==> config.mk <==
export PLATFORM = sky130hd
export DESIGN_NAME = mod_add_16
export DESIGN_NICKNAME = d
export VERILOG_FILES = /design/src/rtl/moddiv_pkg.sv /design/src/rtl/BCLA_ADD_16.sv /design/src/rtl/mod_add_16.sv
export SDC_FILE = /design/constraint.sdc
export NUM_CORES = 1
export LEC_CHECK = 0
export CORE_ASPECT_RATIO = 1.4
export CORE_MARGIN = 5
export CORE_UTILIZATION = 40
export DETAILED_ROUTE_END_ITERATION = 7
export PLACE_DENSITY = 0.63
export SKIP_LAST_GASP = 1
export SLEW_MARGIN = 30
export SYNTH_ARGS = -nofsm -noshare
export SYNTH_HDL_FRONTEND = slang
export SYNTH_SLANG_ARGS = --single-unit
==> constraint.sdc <==
create_clock -name clk -period 4.9 [get_ports clk]
set_input_delay 0.98 -clock clk [delete_from_list [all_inputs] [get_ports clk]]
set_output_delay 0.98 -clock clk [all_outputs]
set_load 0.005 [all_outputs]
==> src/rtl/moddiv_pkg.sv <==
// Shared types for the modular-division datapath: 16-bit residues and the
// stage-1 register bundle of the pipelined modular adder.
package moddiv_pkg;

    localparam int WORD_W = 16;

    typedef logic [WORD_W-1:0] word_t;

    typedef struct packed {
        logic [WORD_W:0] t;
        word_t           p;
        logic            sub;
        logic            e;
    } s1_reg_t;

endpackage

==> src/rtl/BCLA_ADD_16.sv <==
// 16-bit block carry-lookahead adder: four 4-bit groups with a second-level
// lookahead across the group generate/propagate signals.
module BCLA_ADD_16 (
    output logic [15:0] sum,
    output logic        c_out,
    input  logic [15:0] a,
    input  logic [15:0] b,
    input  logic        c_in
);

    logic [15:0] g;
    logic [15:0] pr;
    logic [15:0] c;
    logic [3:0]  gg;
    logic [3:0]  gp;
    logic [4:0]  gc;

    always_comb begin
        g  = a & b;
        pr = a ^ b;
        gg = '0;
        gp = '0;
        c  = '0;
        for (int unsigned k = 0; k < 4; k++) begin
            gg[k] = g[4*k+3]
                  | (pr[4*k+3] & g[4*k+2])
                  | (pr[4*k+3] & pr[4*k+2] & g[4*k+1])
                  | (pr[4*k+3] & pr[4*k+2] & pr[4*k+1] & g[4*k]);
            gp[k] = &pr[4*k +: 4];
        end

        gc[0] = c_in;
        gc[1] = gg[0] | (gp[0] & c_in);
        gc[2] = gg[1] | (gp[1] & gg[0]) | (gp[1] & gp[0] & c_in);
        gc[3] = gg[2] | (gp[2] & gg[1]) | (gp[2] & gp[1] & gg[0])
              | (gp[2] & gp[1] & gp[0] & c_in);
        gc[4] = gg[3] | (gp[3] & gg[2]) | (gp[3] & gp[2] & gg[1])
              | (gp[3] & gp[2] & gp[1] & gg[0])
              | (gp[3] & gp[2] & gp[1] & gp[0] & c_in);

        for (int unsigned k = 0; k < 4; k++) begin
            c[4*k]   = gc[k];
            c[4*k+1] = g[4*k] | (pr[4*k] & gc[k]);
            c[4*k+2] = g[4*k+1] | (pr[4*k+1] & g[4*k])
                     | (pr[4*k+1] & pr[4*k] & gc[k]);
            c[4*k+3] = g[4*k+2] | (pr[4*k+2] & g[4*k+1])
                     | (pr[4*k+2] & pr[4*k+1] & g[4*k])
                     | (pr[4*k+2] & pr[4*k+1] & pr[4*k] & gc[k]);
        end

        sum   = pr ^ c;
        c_out = gc[4];
    end

endmodule

==> src/rtl/mod_add_16.sv <==
// Two-stage pipelined (a +/- b) mod p for 16-bit residues with valid/ready on
// both sides; operand errors yield r = 0 with err set.
module mod_add_16
    import moddiv_pkg::*;
#(
    parameter int WIDTH = WORD_W
) (
    input  logic             clk,
    input  logic             rst,
    input  logic             in_valid,
    output logic             in_ready,
    input  logic [WIDTH-1:0] a,
    input  logic [WIDTH-1:0] b,
    input  logic [WIDTH-1:0] p,
    input  logic             sub,
    output logic             out_valid,
    input  logic             out_ready,
    output logic [WIDTH-1:0] r,
    output logic             err
);

    s1_reg_t s1_q;
    s1_reg_t s1_d;
    logic    s1_v;
    logic    en1;
    logic    en2;

    word_t   b_op;
    word_t   s1_sum;
    logic    s1_cout;

    word_t   p_op;
    word_t   s2_sum;
    logic    s2_cout;
    word_t   r_next;

    assign en2      = !out_valid || out_ready;
    assign en1      = !s1_v || en2;
    assign in_ready = en1;

    assign b_op = sub ? ~b : b;

    BCLA_ADD_16 u_s1_add (
        .sum   (s1_sum),
        .c_out (s1_cout),
        .a     (a),
        .b     (b_op),
        .c_in  (sub)
    );

    always_comb begin
        s1_d     = '0;
        s1_d.t   = {s1_cout, s1_sum};
        s1_d.p   = p;
        s1_d.sub = sub;
        s1_d.e   = (a >= p) || (b >= p) || (p == '0);
    end

    // One adder serves both folds: t - p for add (c_in=1, ~p) and t + p for sub.
    assign p_op = s1_q.sub ? s1_q.p : ~s1_q.p;

    BCLA_ADD_16 u_s2_fold (
        .sum   (s2_sum),
        .c_out (s2_cout),
        .a     (s1_q.t[WORD_W-1:0]),
        .b     (p_op),
        .c_in  (!s1_q.sub)
    );

    always_comb begin
        r_next = s1_q.t[WORD_W-1:0];
        if (s1_q.e) begin
            r_next = '0;
        end else if (s1_q.sub) begin
            if (!s1_q.t[WORD_W]) r_next = s2_sum;
        end else begin
            // t >= p over 17 bits: either t overflowed 16 bits or t[15:0]-p had no borrow
            if (s1_q.t[WORD_W] || s2_cout) r_next = s2_sum;
        end
    end

    always_ff @(posedge clk or posedge rst) begin
        if (rst) begin
            s1_v <= 1'b0;
            s1_q <= '0;
        end else if (en1) begin
            s1_v <= in_valid;
            if (in_valid) s1_q <= s1_d;
        end
    end

    always_ff @(posedge clk or posedge rst) begin
        if (rst) begin
            out_valid <= 1'b0;
            r         <= '0;
            err       <= 1'b0;
        end else if (en2) begin
            out_valid <= s1_v;
            if (s1_v) begin
                r   <= r_next;
                err <= s1_q.e;
            end
        end
    end

endmodule

* Word-level counts from Yosys, hierarchy flattened *
Cells that the tools add are included.

cells by class
  $add $sub $neg = 0
  multipliers = 0
  div/mod/pow operators = 0
  $lt $le $gt $ge = 2
  equal/unequal tests = 0
  shifts and indexed selects = 0
  muxes and demuxes = 6
  bitwise logic cells = 244
  reductions and logical operators = 19

operators with widths
  kind              count
  $and 1x1->1       144
  $mux 16           6
  $or 1x1->1        92
  $xor 16x16->16    4
  $and 16x16->16    2
  $ge 16x16->1      2
  $not 16->16       2
  $reduce_and 4->1  8
  $logic_not 16->1  1
  $logic_or 1x1->1  5
  $reduce_and 2->1  2
  $logic_not 1->1   3

storage, ports and cells
  register bits = 54
  bits in latches = 0
  RAM bits = 0
  memory bits (read-only) = 0
  input port bits = 53
  output and inout bits = 19
  word-level logic and storage cells = 279
  memories = 0

* Longest topological paths before layout *
  depth after elaboration = 17
  gate-level depth with buffers = 14
  mapped depth without buffers = 12

* Modules after synthesis *
Synthesis repeated with hierarchy kept, for this count alone.

second synthesis, totals
  cell total of the unflattened synthesis = 514
  area, all modules = 4747.1 um^2

modules (own cells, without submodules)
  module                   instances  cells each  area an instance (um^2)  seq. area each (um^2)
  mod_add_16               1          310         3179.3                   1351.3
  BCLA_ADD_16 (u_s2_fold)  1          102         785.8                    0.0
  BCLA_ADD_16 (u_s1_add)   1          102         782.0                    0.0

* Worst setup path before layout *
OpenSTA, ideal clock, no wires.

  kind = input to register
  from = input sub
  to = register s1_q[30] in the netlist's numbering
  library setup time = 0.083 ns
  data arrival time = 4.131 ns
  data required time = 4.817 ns
  slack = 0.686 ns
  stages on the path = 12
  path buffers = 2
  cell sequence = clkbuf_1 clkbuf_1 xor2_1 ha_1 a21oi_1 o21bai_1 a31o_2 o41ai_1 o21bai_1 a21oi_1 fa_1 o21ai_0

between the ends
  word-level cells in the longest chain between the ends = 11
  elaborated cells between the ends (all ways) = 39
  those cells by class = 1 x mux; 35 x bitwise; 3 x reduce/logical

RTL lines
  item                                                     line                                                     source
  from (decl)                                              mod_add_16.sv:15                                         input logic sub,
  $mux 16                                                  mod_add_16.sv:41                                         assign b_op = sub ? ~b : b;
  $xor 16x16->16 / $and 16x16->16 (equally long branches)  BCLA_ADD_16.sv:20, BCLA_ADD_16.sv:19
  $and 1x1->1, on equally long branches                    BCLA_ADD_16.sv:26, BCLA_ADD_16.sv:27, BCLA_ADD_16.sv:28
  $or 1x1->1, or another cell as far along                 BCLA_ADD_16.sv:26                                        | (pr[4*k+3] & g[4*k+2])
  $or 1x1->1 / $and 1x1->1 (equally long branches)         BCLA_ADD_16.sv:27, BCLA_ADD_16.sv:28
  $or 1x1->1                                               BCLA_ADD_16.sv:28                                        | (pr[4*k+3] & pr[4*k+2] & pr[4*k+1] & g[4*k]);
  $and 1x1->1                                              BCLA_ADD_16.sv:35                                        gc[3] = gg[2] | (gp[2] & gg[1]) | (gp[2] & gp[1] & gg[0])
  $or 1x1->1 (2 in a row)                                  BCLA_ADD_16.sv:35
  $or 1x1->1                                               BCLA_ADD_16.sv:36                                        | (gp[2] & gp[1] & gp[0] & c_in);
  $xor 16x16->16 *                                         BCLA_ADD_16.sv:51                                        sum = pr ^ c;
  to (signal assigned)                                     mod_add_16.sv:85                                         s1_q <= '0;
  to (signal assigned)                                     mod_add_16.sv:88                                         if (in_valid) s1_q <= s1_d;
  to (decl)                                                mod_add_16.sv:22                                         s1_reg_t s1_q;

Mark *: on every way between the ends. The rest lies on a longest branch, timed or not.
A chain may end at the register's enable or synchronous reset.

* Worst setup path in the final report *
Same ends and word-level chain as after synthesis.

==> results.md <==
- Status: finished, final reports clean
- Placed Area: ~5300 µm²
- Synth Warn #: 0
- Vias per inst: 5.17
- Cts hold-fix bufs: 0
- Iteration-0 DRC Markers: 99
- Final Wtd Congestion: ~0.9
- RR Startpoint: s1_q[1]$_DFFE_PP0P_
- Required @ worst endpoint: between 5 and 6 ns
- Crit-path cells: clkdlybuf4s50_1 > buf_4 > xor2_1 > ha_1 > nand2_1 > nor2_1 > and2_1 > a31o_2 > o41ai_1 > o21bai_1 > a21oi_1 > fa_1 > o21ai_0
- Rows: 45
- Share of post-route cells with drive strength above 1: 0.0383
- Most frequent cell after synthesis: ha_1
- Die footprint: 13,400 µm²
- # fillers: 1,057
- FF/Latch Area: 1350 µm²
- Syn Nets: 605
- CTS clk-pin slew, worst paths: 0.07 ns
- F_max: around 0.24 GHz
- GRT Overall Usage: 0.154
- Mapped Area: 4450 µm²
- First-pass GRT wire length: 16.9 mm
- DR pass1 iterations: 6
- Vias in the first global route: 3,707
- RR Endpoint: r[4]$_DFFE_PP0P_
- Ys async rst share: 1.00
- Design area: between 5000 and 6000 µm²
- Drt total wl: 9.89 mm
- Ys flop type: dfrtp_1
- HP Class: reg -> reg
- Fin. Hold Viols: 0
- #FFs+latches synth: 54
- Max Used Layer: met4
- Hold path start: r[5]$_DFFE_PP0P_
- DPL Wire Length: 8.41 mm
- CP delay by family, top: compound AO/OA/AOI/OAI gates
- Post-synthesis cell count: 482
- Port bufs: 71
- Leak: between 2 and 3 nW
- Slowest-stage cell, CP: clkdlybuf4s50_1
- Nets: 671
- Synth area leader: dfrtp_1
- RSZ-0062 raised after global routing: false
- Max cap viols: 0
- Fin crit period: 4.10 ns
- GRT overflow: 0
- WP data arrival: 4.32 ns
- Count of different cell masters after synthesis: 51
- Power per Cell Area: 396 nW/µm²
- Crit path launch type: input port
- Worst skew pair latency: 0.30 ns
- Clk_skew: roughly 0.0075 ns
- H-tree depth: 2
- Wirelength per Cell: 14.3 µm
- # DRC: 0
- Worst IR drop on VDD: around 0.17 mV
- Synthesized area per cell: 9.24 µm²
- Via count: 3,567
- Internal reg-to-reg setup slack: around 1.5 ns
- Metal1 wirelength: 4.30 mm
- Class of the most critical setup path: in -> reg
- Met3 WL: 268 µm
- EDFF count, synth: 0
- Levels on crit path: 13
- Clock buffer count from CTS: 5
- CTS max path bufs: 2
- Top cells by area, synth: dfrtp_1, ha_1, xnor2_1
- CTS resizes: 0
- Largest stage delay on the critical path: 0.61 ns
- Max Slew Vio Count: 0
- DRT antenna net count: 0
- Post-CTS setup repair buffer count: 0
- Worst setup path start: sub
- P&R area growth vs syn: 23.5%
- Clk root buf: clkbuf_16
- R2r worst-path depth: 11
- Multi-input gate area: 2910 µm²
- Metal2 WL: 5.08 mm
- Final TNS setup: 0 ns
- Tcrit/Tclk final: 0.838
- Num ports: 72
- Starting density of the core: 0.410
- TritonCTS clock tree: yes
- CP max FO: 14
- Slew of the pin with the lowest slew margin: 0.660 ns
- Worst path bufs/invs: 2
- Core region area: about 11,000 µm²
- Number of diodes: 0
- Die X: ~100 µm
- Clock Sinks: 54
- Largest net degree at the start of global routing: 67
- Area share of the largest cell type after synthesis: 0.303
- Setup crit end kind: flop
- Initial antenna violation count: 0
- Die H: 135 µm
- Final number of setup-violating endpoints: 0
- CP Capture Point: s1_q[30]$_DFFE_PP0P_
- Post-synthesis sequential area ratio: 0.303
- Slew Limit Headroom: 0.560
- Synth top cells by count: ha_1, dfrtp_1, nand2_1
[state kept, by name (all words and copies together) (netlist names)]
register and cells:
r 16, err 1, s1_q 35, s1_v 1, out_valid 1
[how the worst min path moves through the flow]
stage | to | depth (start not counted) | slack, ns
after floorplan | out_valid$_DFFE_PP0P_ | 1 | 0.46
after global placement | out_valid$_DFFE_PP0P_ | 1 | 0.47
after detailed placement | r[10]$_DFFE_PP0P_ | 2 | 0.48
after CTS | r[10]$_DFFE_PP0P_ | 2 | 0.50
after global routing | r[11]$_DFFE_PP0P_ | 2 | 0.51
final | r[5]$_DFFE_PP0P_ | 2 | 0.48
[tightest hold or removal path: stages, from the launching register on]
cell and delay [ns]:
dfrtp_1 0.34, nand2_1 0.05, o21ai_1 0.06
[power by group]
part	total, mW	internal, mW	switching [mW]
registers	0.640	0.557	0.0837
logic	1.07	0.540	0.530
clock network	0.466	0.307	0.160
[final cells by class]
class / instances / area share
flip-flops and latches: 54 / 0.246
clock inverters: 2 / 0.0109
multi-input cells: 378 / 0.528
well taps: 141 / 0.0321
clock buffers: 6 / 0.0253
inverters: 35 / 0.0243
repair buffers: 74 / 0.133
[layout by cell type, fill, tap and decap left out, drive strengths merged, types with 3 or more instances in the layout]
cell	n
a211oi	4
a21o	14
a21oi	25
a22o	5
buf	3
clkbuf	6
clkdlybuf4s50	71
dfrtp	54
fa	6
ha	64
inv	35
mux2	3
mux2i	14
nand2	51
nand2b	7
nand3	3
nand4	5
nor2	12
nor2b	5
nor3	9
nor4	6
o21a	3
o21ai	48
o21bai	6
o31ai	5
or2	3
xnor2	27
xor2	26
[metrics by stage]
step | std cells | worst slack (ns) | util | hold slack, ns | power [mW]
after CTS | 690 | 0.799 | 0.506 | 0.498 | 2.20
after global routing | 690 | 0.542 | 0.506 | 0.512 | 2.37
final | 690 | 0.796 | 0.506 | 0.485 | 2.18
after detailed placement | 682 | 0.496 | 0.488 | 0.481 | 1.73
after global placement | 682 | 0.557 | 0.488 | 0.466 | 1.69
after floorplan | 482 | 0.686 | - | 0.457 | 1.40
[cell families after synthesis]
kind of cell	after synthesis	share of synthesized area
xor+xnor	53	0.104
buf+inv	50	0.0438
fa+ha+maj	70	0.207
compound gates	128	0.185
flops	54	0.303
mux	17	0.0391
simple gates	110	0.118
[routing by layer]
metal | track usage | vias to the layer above
met2 | 0.278 | 73
met3 | 0.0186 | 11
met4 | 0.0585 | 0
met1 | 0.185 | 1641
li1 | - | 1842
met5 | 0 | -
(Power assumes the default switching activity.)
